File: src/rtl/gsensor_pkg.sv
// rtl/gsensor_pkg.sv - shared constants for the ADXL345 SPI sequencer
// Purpose: FSM state encodings, ADXL345 register addresses, init table and
//          SPI command word helper used by gsensor_spi_ctrl.
// Config:  GSENSOR_INT_EN selects the INT_ENABLE init value (DATA_READY on INT1).
package gsensor_pkg;

  localparam logic [3:0] ST_BOOT      = 4'd0;
  localparam logic [3:0] ST_INIT_REQ  = 4'd1;
  localparam logic [3:0] ST_INIT_WAIT = 4'd2;
  localparam logic [3:0] ST_INIT_GAP  = 4'd3;
  localparam logic [3:0] ST_POLL_IDLE = 4'd4;
  localparam logic [3:0] ST_RD_REQ    = 4'd5;
  localparam logic [3:0] ST_RD_WAIT   = 4'd6;
  localparam logic [3:0] ST_RD_GAP    = 4'd7;
  localparam logic [3:0] ST_PUBLISH   = 4'd8;

  localparam logic [5:0] ADDR_BW_RATE     = 6'h2C;
  localparam logic [5:0] ADDR_POWER_CTL   = 6'h2D;
  localparam logic [5:0] ADDR_INT_ENABLE  = 6'h2E;
  localparam logic [5:0] ADDR_INT_MAP     = 6'h2F;
  localparam logic [5:0] ADDR_DATA_FORMAT = 6'h31;
  localparam logic [5:0] ADDR_DATAX0      = 6'h32;

`ifdef GSENSOR_INT_EN
  localparam logic [7:0] INT_ENABLE_VAL = 8'h80;
`else
  localparam logic [7:0] INT_ENABLE_VAL = 8'h00;
`endif

  localparam int INIT_LEN  = 5;
  localparam int READ_LEN  = 6;

  typedef struct packed {
    logic [5:0] addr;
    logic [7:0] wdata;
  } reg_write_t;

  function automatic reg_write_t init_entry(input logic [2:0] idx);
    case (idx)
      3'd0:    return {ADDR_DATA_FORMAT, 8'h0B};
      3'd1:    return {ADDR_BW_RATE,     8'h0A};
      3'd2:    return {ADDR_INT_MAP,     8'h00};
      3'd3:    return {ADDR_INT_ENABLE,  INT_ENABLE_VAL};
      3'd4:    return {ADDR_POWER_CTL,   8'h08};
      default: return '0;
    endcase
  endfunction

  // Command word for spi_serdes: R/nW, MB (never used), 6-bit address, data.
  function automatic logic [15:0] spi_word(input logic rnw, input logic [5:0] addr,
                                           input logic [7:0] wdata);
    return {rnw, 1'b0, addr, wdata};
  endfunction

endpackage

File: src/rtl/gsensor_poll_trigger.sv
// rtl/gsensor_poll_trigger.sv - one-cycle poll tick from a timer or the INT1 pin
// Purpose: produces the burst-read trigger for gsensor_spi_ctrl.
// Ports:   spi_clk, reset_n (async active-low), enable (held low until init is done),
//          int1 (only with GSENSOR_INT_EN), tick (one-cycle pulse out).
// Config:  GSENSOR_INT_EN defined -> 2-flop synchronizer + rising-edge detect on int1,
//          no period counter. Undefined -> free-running UPDATE_PERIOD counter.
module gsensor_poll_trigger #(
  parameter int UPDATE_PERIOD = 20000
) (
  input  logic spi_clk,
  input  logic reset_n,
  input  logic enable,
`ifdef GSENSOR_INT_EN
  input  logic int1,
`endif
  output logic tick
);

`ifdef GSENSOR_INT_EN
  // sync[0..1] synchronize, sync[2] holds the previous synchronized level.
  logic [2:0] sync;

  always_ff @(posedge spi_clk or negedge reset_n) begin
    if (!reset_n) begin
      sync <= 3'b000;
    end else begin
      sync <= {sync[1:0], int1};
    end
  end

  assign tick = enable & sync[1] & ~sync[2];
`else
  localparam int CW = $clog2(UPDATE_PERIOD + 1);
  localparam logic [CW-1:0] LAST = CW'(UPDATE_PERIOD - 1);

  logic [CW-1:0] cnt;

  // Held at zero until enabled so the phase is referenced to init completion.
  always_ff @(posedge spi_clk or negedge reset_n) begin
    if (!reset_n) begin
      cnt <= '0;
    end else if (!enable) begin
      cnt <= '0;
    end else if (cnt == LAST) begin
      cnt <= '0;
    end else begin
      cnt <= cnt + 1'b1;
    end
  end

  assign tick = enable && (cnt == LAST);
`endif

endmodule

File: src/rtl/gsensor_spi_ctrl.sv
// rtl/gsensor_spi_ctrl.sv - ADXL345 init and periodic XYZ poll sequencer for spi_serdes
// Purpose: writes the init table after a boot delay, then on each poll trigger reads
//          DATAX0..DATAZ1 as six single-byte reads and publishes signed X/Y/Z together.
// Ports:   spi_clk, reset_n (async active-low); start/data_tx out and done/data_rx in
//          form the spi_serdes handshake; init_done level; data_x/y/z sample words;
//          data_valid one-cycle pulse; overrun sticky dropped-trigger flag;
//          G_SENSOR_INT1 input only when GSENSOR_INT_EN is defined.
// Config:  GSENSOR_INT_EN selects INT1-driven polling instead of the internal timer.
module gsensor_spi_ctrl
  import gsensor_pkg::*;
#(
  parameter int UPDATE_PERIOD = 20000,
  parameter int INIT_DELAY    = 2000
) (
  input  logic        spi_clk,
  input  logic        reset_n,
  output logic        start,
  output logic [15:0] data_tx,
  input  logic        done,
  input  logic [7:0]  data_rx,
  output logic        init_done,
  output logic [15:0] data_x,
  output logic [15:0] data_y,
  output logic [15:0] data_z,
  output logic        data_valid,
`ifdef GSENSOR_INT_EN
  input  logic        G_SENSOR_INT1,
`endif
  output logic        overrun
);

  localparam int BW = $clog2(INIT_DELAY + 1);
  localparam logic [BW-1:0] BOOT_LAST = BW'(INIT_DELAY - 1);

  logic [3:0]    state;
  logic [BW-1:0] boot_cnt;
  logic [2:0]    idx;
  logic [47:0]   shadow;
  logic          pending;
  logic          tick;
  reg_write_t    init_cur;

  assign init_cur = init_entry(idx);

  gsensor_poll_trigger #(
    .UPDATE_PERIOD(UPDATE_PERIOD)
  ) u_trigger (
    .spi_clk (spi_clk),
    .reset_n (reset_n),
    .enable  (init_done),
`ifdef GSENSOR_INT_EN
    .int1    (G_SENSOR_INT1),
`endif
    .tick    (tick)
  );

  always_ff @(posedge spi_clk or negedge reset_n) begin
    if (!reset_n) begin
      state      <= ST_BOOT;
      boot_cnt   <= '0;
      idx        <= '0;
      shadow     <= '0;
      pending    <= 1'b0;
      start      <= 1'b0;
      data_tx    <= '0;
      init_done  <= 1'b0;
      data_x     <= '0;
      data_y     <= '0;
      data_z     <= '0;
      data_valid <= 1'b0;
      overrun    <= 1'b0;
    end else begin
      data_valid <= 1'b0;

      // Triggers outside POLL_IDLE (including PUBLISH) queue one deep; a second is lost.
      if (tick && state != ST_POLL_IDLE) begin
        if (pending) begin
          overrun <= 1'b1;
        end else begin
          pending <= 1'b1;
        end
      end

      case (state)
        ST_BOOT: begin
          if (boot_cnt == BOOT_LAST) begin
            idx   <= '0;
            state <= ST_INIT_REQ;
          end else begin
            boot_cnt <= boot_cnt + 1'b1;
          end
        end

        ST_INIT_REQ: begin
          data_tx <= spi_word(1'b0, init_cur.addr, init_cur.wdata);
          start   <= 1'b1;
          state   <= ST_INIT_WAIT;
        end

        ST_INIT_WAIT: begin
          if (done) begin
            start <= 1'b0;
            state <= ST_INIT_GAP;
          end
        end

        // Never re-raise start while spi_serdes still shows done.
        ST_INIT_GAP: begin
          if (!done) begin
            if (idx == 3'(INIT_LEN - 1)) begin
              init_done <= 1'b1;
              idx       <= '0;
              state     <= ST_POLL_IDLE;
            end else begin
              idx   <= idx + 1'b1;
              state <= ST_INIT_REQ;
            end
          end
        end

        ST_POLL_IDLE: begin
          if (tick || pending) begin
            idx     <= '0;
            // A fresh tick landing on a pending one still leaves one queued burst.
            pending <= tick & pending;
            state   <= ST_RD_REQ;
          end
        end

        ST_RD_REQ: begin
          data_tx <= spi_word(1'b1, ADDR_DATAX0 + {3'b000, idx}, 8'h00);
          start   <= 1'b1;
          state   <= ST_RD_WAIT;
        end

        ST_RD_WAIT: begin
          if (done) begin
            shadow[{idx, 3'b000} +: 8] <= data_rx;
            start <= 1'b0;
            state <= ST_RD_GAP;
          end
        end

        ST_RD_GAP: begin
          if (!done) begin
            if (idx == 3'(READ_LEN - 1)) begin
              data_x     <= shadow[15:0];
              data_y     <= shadow[31:16];
              data_z     <= shadow[47:32];
              data_valid <= 1'b1;
              state      <= ST_PUBLISH;
            end else begin
              idx   <= idx + 1'b1;
              state <= ST_RD_REQ;
            end
          end
        end

        ST_PUBLISH: begin
          state <= ST_POLL_IDLE;
        end

        default: begin
          state <= ST_BOOT;
        end
      endcase
    end
  end

endmodule

File: config.mk
export PLATFORM = sky130hd
export DESIGN_NAME = gsensor_spi_ctrl
export DESIGN_NICKNAME = d
export VERILOG_FILES = /design/src/rtl/gsensor_pkg.sv /design/src/rtl/gsensor_poll_trigger.sv /design/src/rtl/gsensor_spi_ctrl.sv
export SDC_FILE = /design/constraint.sdc
export NUM_CORES = 1
export LEC_CHECK = 0
export BUFFER_PORTS_ARGS = -buffer_cell sky130_fd_sc_hd__buf_2
export CORE_ASPECT_RATIO = 0.5
export CORE_UTILIZATION = 58
export DETAILED_ROUTE_END_ITERATION = 12
export PLACE_DENSITY_LB_ADDON = 0.2
export SLEW_MARGIN = 10
export SYNTH_ARGS = -nofsm -noshare
export SYNTH_HDL_FRONTEND = slang
export SYNTH_SLANG_ARGS = --single-unit
File: constraint.sdc
create_clock -name spi_clk -period 3.69 [get_ports spi_clk]
set_clock_uncertainty 0.05 [all_clocks]
set_input_delay 0 -clock spi_clk [delete_from_list [all_inputs] [get_ports spi_clk]]
set_output_delay 0 -clock spi_clk [all_outputs]
set_load 0.02 [all_outputs]
**After elaboration in Yosys (flattened, before gate mapping)**

Cells that the tools add are included.

- Input port bits: 11
- Output and inout bits: 68
- Logic and storage cells: 95
- Flip-flop bits (word level): 150

- Muxes and demuxes: 29
- Reduce and logical (&&, ||, !) cells: 18
- $add $sub $neg: 5
- Shift operators: 2
- Equal/unequal tests: 24
- Bitwise operators: 3

Operators with widths:

| cell | number |
|---|---|
| $pmux W14 S5 | 1 |
| $bwmux W48 | 1 |
| $shift A8 B8 Y48 const A | 1 |
| $shiftx A8 B8 Y48 | 1 |
| $pmux W4 S9 | 1 |
| $pmux W16 S2 | 1 |
| $mux W15 | 2 |
| $mux W4 | 7 |
| $mux W3 | 7 |
| $eq A4 B3 Y1 const B | 4 |
| $add A15 B1 Y15 const B | 1 |
| $eq A15 B15 Y1 const B | 1 |
| $ne A2 B2 Y1 const B | 7 |
| $pmux W3 S4 | 1 |
| $reduce_and A6 Y1 | 2 |
| $add A11 B1 Y11 const B | 1 |
| $eq A11 B11 Y1 const B | 1 |
| $eq A4 B2 Y1 const B | 2 |
| $neg A6 Y8 | 1 |
| $reduce_and A2 Y1 | 4 |
| $mux W1 | 7 |
| $add A5 B4 Y6 const A | 1 |
| $eq A3 B2 Y1 const B | 2 |
| $eq A3 B3 Y1 const B | 2 |
| 17 further kinds | 22 |

**Logic depth before layout (Yosys ltp)**

Gate-level depths: netlist (run 1).

- Word-level depth: 6
- Mapped depth: 9
- Gate-level depth less buffers: 7

**Modules after synthesis**

A second synthesis (run 1) with hierarchy kept.

- Cell total of the unflattened synthesis: 482
- Area, all modules: 6276.0 um2

Modules (own cells, without submodules):

| module | area each (um2) | cells an instance | times used |
|---|---|---|---|
| gsensor_spi_ctrl | 5534.1 | 407 | 1 |
| gsensor_poll_trigger | 742.0 | 75 | 1 |

**Worst setup path after synthesis (run 1)**

OpenSTA, ideal clock, no wires.

- Path type: register to register
- Start point: register idx[0]
- End point: register shadow[32]
- Cell stages (with the launch flop): 10
- Clock period less this slack: 2.875 ns
- Path buffers: 2
- Required time: 3.515 ns
- Path slack: 0.815 ns
- Data arrival time: 2.700 ns
- Cells stage by stage: dfrtp_1 -> clkbuf_1 -> inv_1 -> ha_1 -> ha_1 -> or3b_1 -> or2_1 -> or4_1 -> buf_4 -> mux2_4

- Longest elaborated chain between the ends: 3

Ends and longest elaborated chain:

| item | line | RTL |
|---|---|---|
| start: declaration | gsensor_spi_ctrl.sv:37 | `logic [2:0] idx;` |
| start signal: assignment | gsensor_spi_ctrl.sv:115 | `idx <= idx + 1'b1;` |
| start signal: assignment | gsensor_spi_ctrl.sv:153 | `idx <= idx + 1'b1;` |
| $neg A6 Y8 (*) | gsensor_spi_ctrl.sv:138 | `shadow[{idx, 3'b000} +: 8] <= data_rx;` |
| $shiftx A8 B8 Y48 or $shift A8 B8 Y48 (tied branches) | gsensor_spi_ctrl.sv:138 |  |
| $bwmux W48 (*) | gsensor_spi_ctrl.sv:138 |  |
| end signal: indexed assignment | gsensor_spi_ctrl.sv:138 |  |
| end: declaration | gsensor_spi_ctrl.sv:38 | `logic [47:0] shadow;` |

Mark *: on every way between the ends. The rest lies on a longest branch, timed or not.
A chain may end at the register's enable or synchronous reset.

**Worst setup path after layout (run 1)**

- Start point: register idx[0]
- End point: register shadow[37]

The elaborated chain is that of the path after synthesis.

==> impl_results.md, run 1 <==
* Worst-margin pin slew at 0.6489 ns
* Final setup TNS at 0 ns
* Pre-CTS setup slack at 0.5318 ns
* Mapped cell area at 6200 um^2
* Area Overhead vs Synth at 18.20%
* Grt ovf at 0
* Yosys warns at 0
* Post-DP HPWL at 7641 um
* Buffer and inverter count on the worst path at 1
* First-pass GRT wire length at 19620 um
* Headroom to the max-slew limit at 56.74%
* Num Clock Sinks at 144
* CP arrival at 3.48 ns
* DR vias at 3949
* Drt pass-1 iters at 4
* Core Box Area at 10310 um^2
* Nets at 582
* Sequential area share after synthesis at 58.12%
* Post-synth EDFFs at 0
* CP peak stage delay at 0.74 ns
* CTS tree: yes
* Routed wire per std cell at 16.87 um
* Antenna-violating nets left at 0
* TritonCTS Buffers at 17
* Leakage at 3.734 nW
* Hold crit path type: in -> async
* Vias in the first global route at 3843
* Gr usage total at 23.49%
* #FFs+latches synth at 144
* Drt via density at 5.539
* Status: finished clean
* VDD IR max at 0.4408 mV
* Full die area at 11130 um^2
* Clock period minus worst slack at 3.230 ns
* Distinct cells, synth at 52
* Root Driver: clkbuf_16
* Final setup margin at 0.4602 ns
* Worst Setup Start Kind: register
* Worst path cell trace: inv_1 > ha_1 > ha_1 > or3b_1 > or2_1 > or4_1 > mux2_4
* Largest delay share family, worst path: simple AND/OR/NAND/NOR gates
* Worst Setup SP: idx[0]
* RSZ-0062 raised after global routing: no
* Antenna cells at 0
* FILL cells at 723
* Hold Vio Cnt, Final at 0
* Mapped Cells at 479
* Port Buffer Count at 72
* Initial antenna violation count at 0
* Setup-failing EPs final at 0
* CTS H-Tree Depth at 4
* Worst path slowest cell: or4_1
* Initial Util at 60.12%
* Max Fclk at 309.6 MHz
* Initial DRC Count at 198
* Chip Height at 75.11 um
* DRC Markers at 0
* Commonest non-fill, non-tap cell in the layout: dfrtp_1
* IO Pins at 79
* Worst Path Required at 3.94 ns
* Crit-path max FO at 11
* Worst-Skew Late Latency at 0.42 ns
* FFs w/ async S/R, synth at 100.0%
* FP Rows at 26
* Clock Pin Slew Worst Setup and Hold Paths at 0.07 ns
* Final Core Density at 71.06%
* Share of cells above drive strength 1 at 36.30%
* Chip Width at 148.2 um
* Postcts setup bufs at 0
* Storage cell area at 3603 um^2
* WS Path Type: reg -> reg
* Multi-input gate area at 2446 um^2
* Avg Inst Size Synth at 12.94 um^2
* Top_reg_cell synth: dfrtp_1
* Max-cap violations at 0
* Critical Path End Type: register
* Final Wtd Congestion at 0.8175
* CTS max path bufs at 2
* Pins Over Slew Limit at 0
* Largest net degree at the start of global routing at 56
* Power per Cell Area at 732.3 nW/um^2
* Most common cell on crit path: ha_1
* Crit Reg-Reg Startpoint: idx[0]
* Most frequent cells in the layout: dfrtp_1 (144), mux2_2 (86), buf_2 (71)
* Routed WL at 12030 um
* Final period util at 87.53%
-- path summary, 6_finish.rpt --
kind                              end  slack, ns  cells past startpoint
hold reg to reg            data_tx[0]       0.41                      2
max in group asynchronous  shadow[31]       2.54                      3
min in group spi_clk         state[3]       0.39                      3
hold / removal             data_x[15]       0.05                      2
setup / recovery           shadow[37]       0.46                      7
setup reg to reg           shadow[37]       0.46                      7
-- metal layers --
metal  routed length [um]  global-route usage (%)  part of all wire [%]
met3                  408                   5.394                   3.4
met2                 5640                   38.08                    47
met1                 5860                   31.67                    49
met4                  122                   8.820                   1.0
met5                    0                       0                     0
-- cell type report --
type                       instances  area share, %
clock buffer                      18          5.993
inverter                           8         0.4098
timing repair buffer              86          6.778
multi-input combinational        303          33.38
tap                              140          2.390
sequential                       144          49.17
clock inverter                    14          1.878
-- logic make-up (layout without fill, tap and decap cells) --
group,after synthesis,count (layout),synth area share (%)
AOI/OAI and AO/OA,45,45,4.844
xor gates and xnor gates,21,21,2.967
adders and majority gates,12,12,2.381
buffers and inverters,37,126,2.825
DFF,144,144,58.12
muxes,97,97,18.04
other,1,6,0.06049
and+or+nand+nor,122,122,10.76
-- what timing repair did --
| action | 4_1_cts | 5_1_grt |
|---|---|---|
| resized for setup | 0 | 0 |
| endpoints found under the hold margin | 97 | 0 |
| hold buffers | 10 | 0 |
-- registers in the layout, indices dropped and copies added, names as in the netlist --
register / count
init_done: 1
start: 1
idx: 3
data_tx: 10
data_z: 16
shadow: 48
state: 4
data_x: 16
overrun: 1
boot_cnt: 11
pending: 1
data_valid: 1
data_y: 16
u_trigger.cnt: 15
-- power by group --
group | switching, mW | total, mW | internal, mW | leakage [nW]
clock | 0.732 | 1.64 | 0.912 | 0.279
sequential | 0.298 | 2.28 | 1.99 | 1.93
combinational | 0.791 | 1.44 | 0.649 | 1.52
total | 1.82 | 5.37 | 3.55 | 3.73
-- Yosys cell counts (10+ instances only) --
cell,count,area [um^2]
a21oi_1,10,50.05
and3_1,13,81.33
clkbuf_1,13,48.80
dfrtp_1,144,3603
ha_1,11,137.6
mux2_2,86,968.4
nand2_1,28,105.1
nand3_1,11,55.05
nand4_1,10,62.56
nor2_1,19,71.32
o21ai_0,16,80.08
xor2_1,13,113.9
-- through the flow --
stage	instances	area [um^2]	power [mW]	hold slack, ns
after floorplan	484	6218	3.279	-0.3456
after global placement	671	6651	3.668	-0.06063
after detailed placement	671	6651	3.718	-0.05963
after CTS	713	7328	5.391	0.06129
after global routing	713	7328	5.668	0.1182
final	713	7328	5.367	0.05160
Power figures use the tool's default switching activity.
==> run 2: changes to the inputs <==
Settings changed: CELL_PAD_IN_SITES_DETAIL_PLACEMENT set to 2, CELL_PAD_IN_SITES_GLOBAL_PLACEMENT set to 2, CORE_UTILIZATION 58 to 30.
==> run 2 against run 1 <==
Compared with the run above: via count grew 2.7%; setup slack lost 0.055 ns; non-clock buffer count shrank 1; core utilization shrank 33 points; count of clock-buffer cells in the layout grew 4; largest power group unchanged; sequential cell count is the same; critical path depth is the same; highest routed layer unchanged.
==> impl_results.md, run 2 (synthesized netlist as in run 1, its figures left out) <==
* Share of cells above drive strength 1 at 35.79% (-0.51 points)
* Routed WL at 15500 um (+29%)
* Status: finished clean
* Combinational share of power at 27.1% (+0.3 points)
* WS Path Type: reg -> reg
* Initial antenna violation count at 0 (unchanged)
* Routed wire per std cell at 18.54 um (+9.9%)
* Full die area at 21280 um^2 (+91%)
* VDD IR max at 0.2851 mV (-35%)
* Post-DP HPWL at 10170 um (+33%)
* Nets at 581 (-0.17%)
* Cell internal pwr at 3.701 mW (+4.4%)
* Fin area at 7503 um^2 (+2.4%)
* Root Driver: clkbuf_16
* IO Pins at 79 (unchanged)
* Final setup TNS at 0 ns (unchanged)
* Clock Pin Slew Worst Setup and Hold Paths at 0.06 ns (about the same)
* Met3 GRT Util at 3.587% (-1.8 points)
* Placement-stage cell area at 6814 um^2 (+2.4%)
* Clock period minus worst slack at 3.285 ns (+0.05519 ns)
* TritonCTS Buffers at 17 (unchanged)
* CP arrival at 3.53 ns (+0.05 ns)
* Multi-input gate area at 2446 um^2 (unchanged)
* Num Clock Sinks at 144 (unchanged)
* Setup-failing EPs final at 0 (unchanged)
* Switching share of power at 33.13% (-0.80 points)
* Initial DRC Count at 123 (-38%)
* Busiest grt layer: met2
* Drt via density at 4.849 (-12%)
* Area Overhead vs Synth at 21.03%
* FILL cells at 2019 (+180%)
* Hold crit path type: in -> async
* Post-CTS Hold Buffers at 10 (unchanged)
* CTS max path bufs at 2 (unchanged)
* Grt ovf at 0 (unchanged)
* Core Box Area at 19860 um^2 (+93%)
* Largest register FFs at 48 (unchanged)
* Initial Util at 31.21% (-29 points)
* Worst-Skew Late Latency at 0.42 ns (about the same)
* Top reg by flops: shadow
* Post-CTS resize count at 0 (unchanged)
* Final Wtd Congestion at 0.7413 (-9.3%)
* Gr usage total at 15.68% (-7.8 points)
* Storage cell area at 3603 um^2 (unchanged)
* Max-cap violations at 0 (unchanged)
* DR vias at 4054 (+2.7%)
* Crit-path max FO at 11 (unchanged)
* Worst-margin pin slew at 0.7120 ns (+0.06313 ns)
* Critical Path End Type: register
* Largest net degree at the start of global routing at 77 (+38%)
* Drt pass-1 iters at 4 (unchanged)
* Commonest non-fill, non-tap cell in the layout: dfrtp_1
* Worst Setup Start Kind: register
* CTS tree: yes
* Worst Path Required at 3.94 ns (about the same)
* DRC Markers at 0 (unchanged)
* Leakage at 3.747 nW (+0.37%)
* Max Fclk at 304.4 MHz (-1.7%)
* Port Buffer Count at 72 (unchanged)
* Headroom to the max-slew limit at 52.53% (-4.2 points)
* Postcts setup bufs at 0 (unchanged)
* Sequential Power Share at 41.5% (-1.0 points)
* Final period util at 89.02% (+1.5 points)
* Met1 usage at 21.12% (-11 points)
* Power per Cell Area at 737.5 nW/um^2 (+0.71%)
* Antenna-violating nets left at 0 (unchanged)
* GR Util met2 at 24.49% (-14 points)
* CTS H-Tree Depth at 4 (unchanged)
* Pins Over Slew Limit at 0 (unchanged)
* Most frequent cells in the layout: dfrtp_1 (144), mux2_2 (86), buf_2 (71)
* First-pass GRT wire length at 25380 um (+29%)
* Vias in the first global route at 4388 (+14%)
* Net Switching at 1.833 mW (+0.69%)
* Hold Vio Cnt, Final at 0 (unchanged)
* Chip Height at 103.7 um (+38%)
* Antenna cells at 0 (unchanged)
* RSZ-0062 raised after global routing: no
* Chip Width at 205.3 um (+39%)
* Clock share of power at 31.4% (+0.8 points)
* FP Rows at 36 (+38%)
## run 2: final cells by class
| class | instances | share of cell area, % |
|---|---|---|
| flip-flops and latches | 144 | 48.02 |
| multi-input cells | 303 | 32.60 |
| repair buffers | 85 | 6.687 |
| clock buffers | 22 | 6.453 |
| well taps | 266 | 4.436 |
| clock inverters | 8 | 1.401 |
| inverters | 8 | 0.4002 |
## run 2: layer usage
layer	routed length (um)	up-vias
met3	395	23
met1	7319	2125
met4	241	0
li1	-	1856
met2	7544	50
met5	0	-
## run 2: stage by stage
step	setup slack (ns)	power [mW]	std cells	util [%]	hold WS [ns]
3_3_place_gp	0.5858	3.771	796	34.30	0.02212
6_report	0.4050	5.534	836	37.77	0.09951
5_1_grt	0.2250	5.873	836	37.77	0.1458
4_1_cts	0.4073	5.637	836	37.77	0.1251
2_1_floorplan	0.8148	3.279	484	-	-0.3456
3_5_place_dp	0.4185	3.838	796	34.30	0.01888
## run 2: path summary, 6_finish.rpt
check	slack, ns	depth (start not counted)	end	from
max	0.40	7	shadow[37]	idx[0]
min	0.1	2	boot_cnt[7]	reset_n
max reg2reg	0.40	7	shadow[37]	idx[0]
min reg2reg	0.41	1	boot_cnt[10]	boot_cnt[10]
max in group asynchronous	2.62	3	shadow[32]	reset_n
min in group spi_clk	0.40	4	shadow[15]	data_rx[7]
## run 2: power by group through the flow
stage               sequential (mW)  combinational [mW]  clock, mW
global route                   2.36                1.66       1.86
floorplan                      2.37               0.908          0
global placement               2.31                1.46          0
CTS                            2.31                1.53       1.80
finish                         2.30                1.50       1.74
detailed placement             2.33                1.50          0
## run 2: worst max-delay path, stage by stage, from the launching register on
cell     delay, ns
dfrtp_1       0.52
inv_1         0.19
ha_1          0.28
ha_1          0.28
or3b_1        0.41
or2_1         0.26
or4_1         0.77
mux2_4        0.40
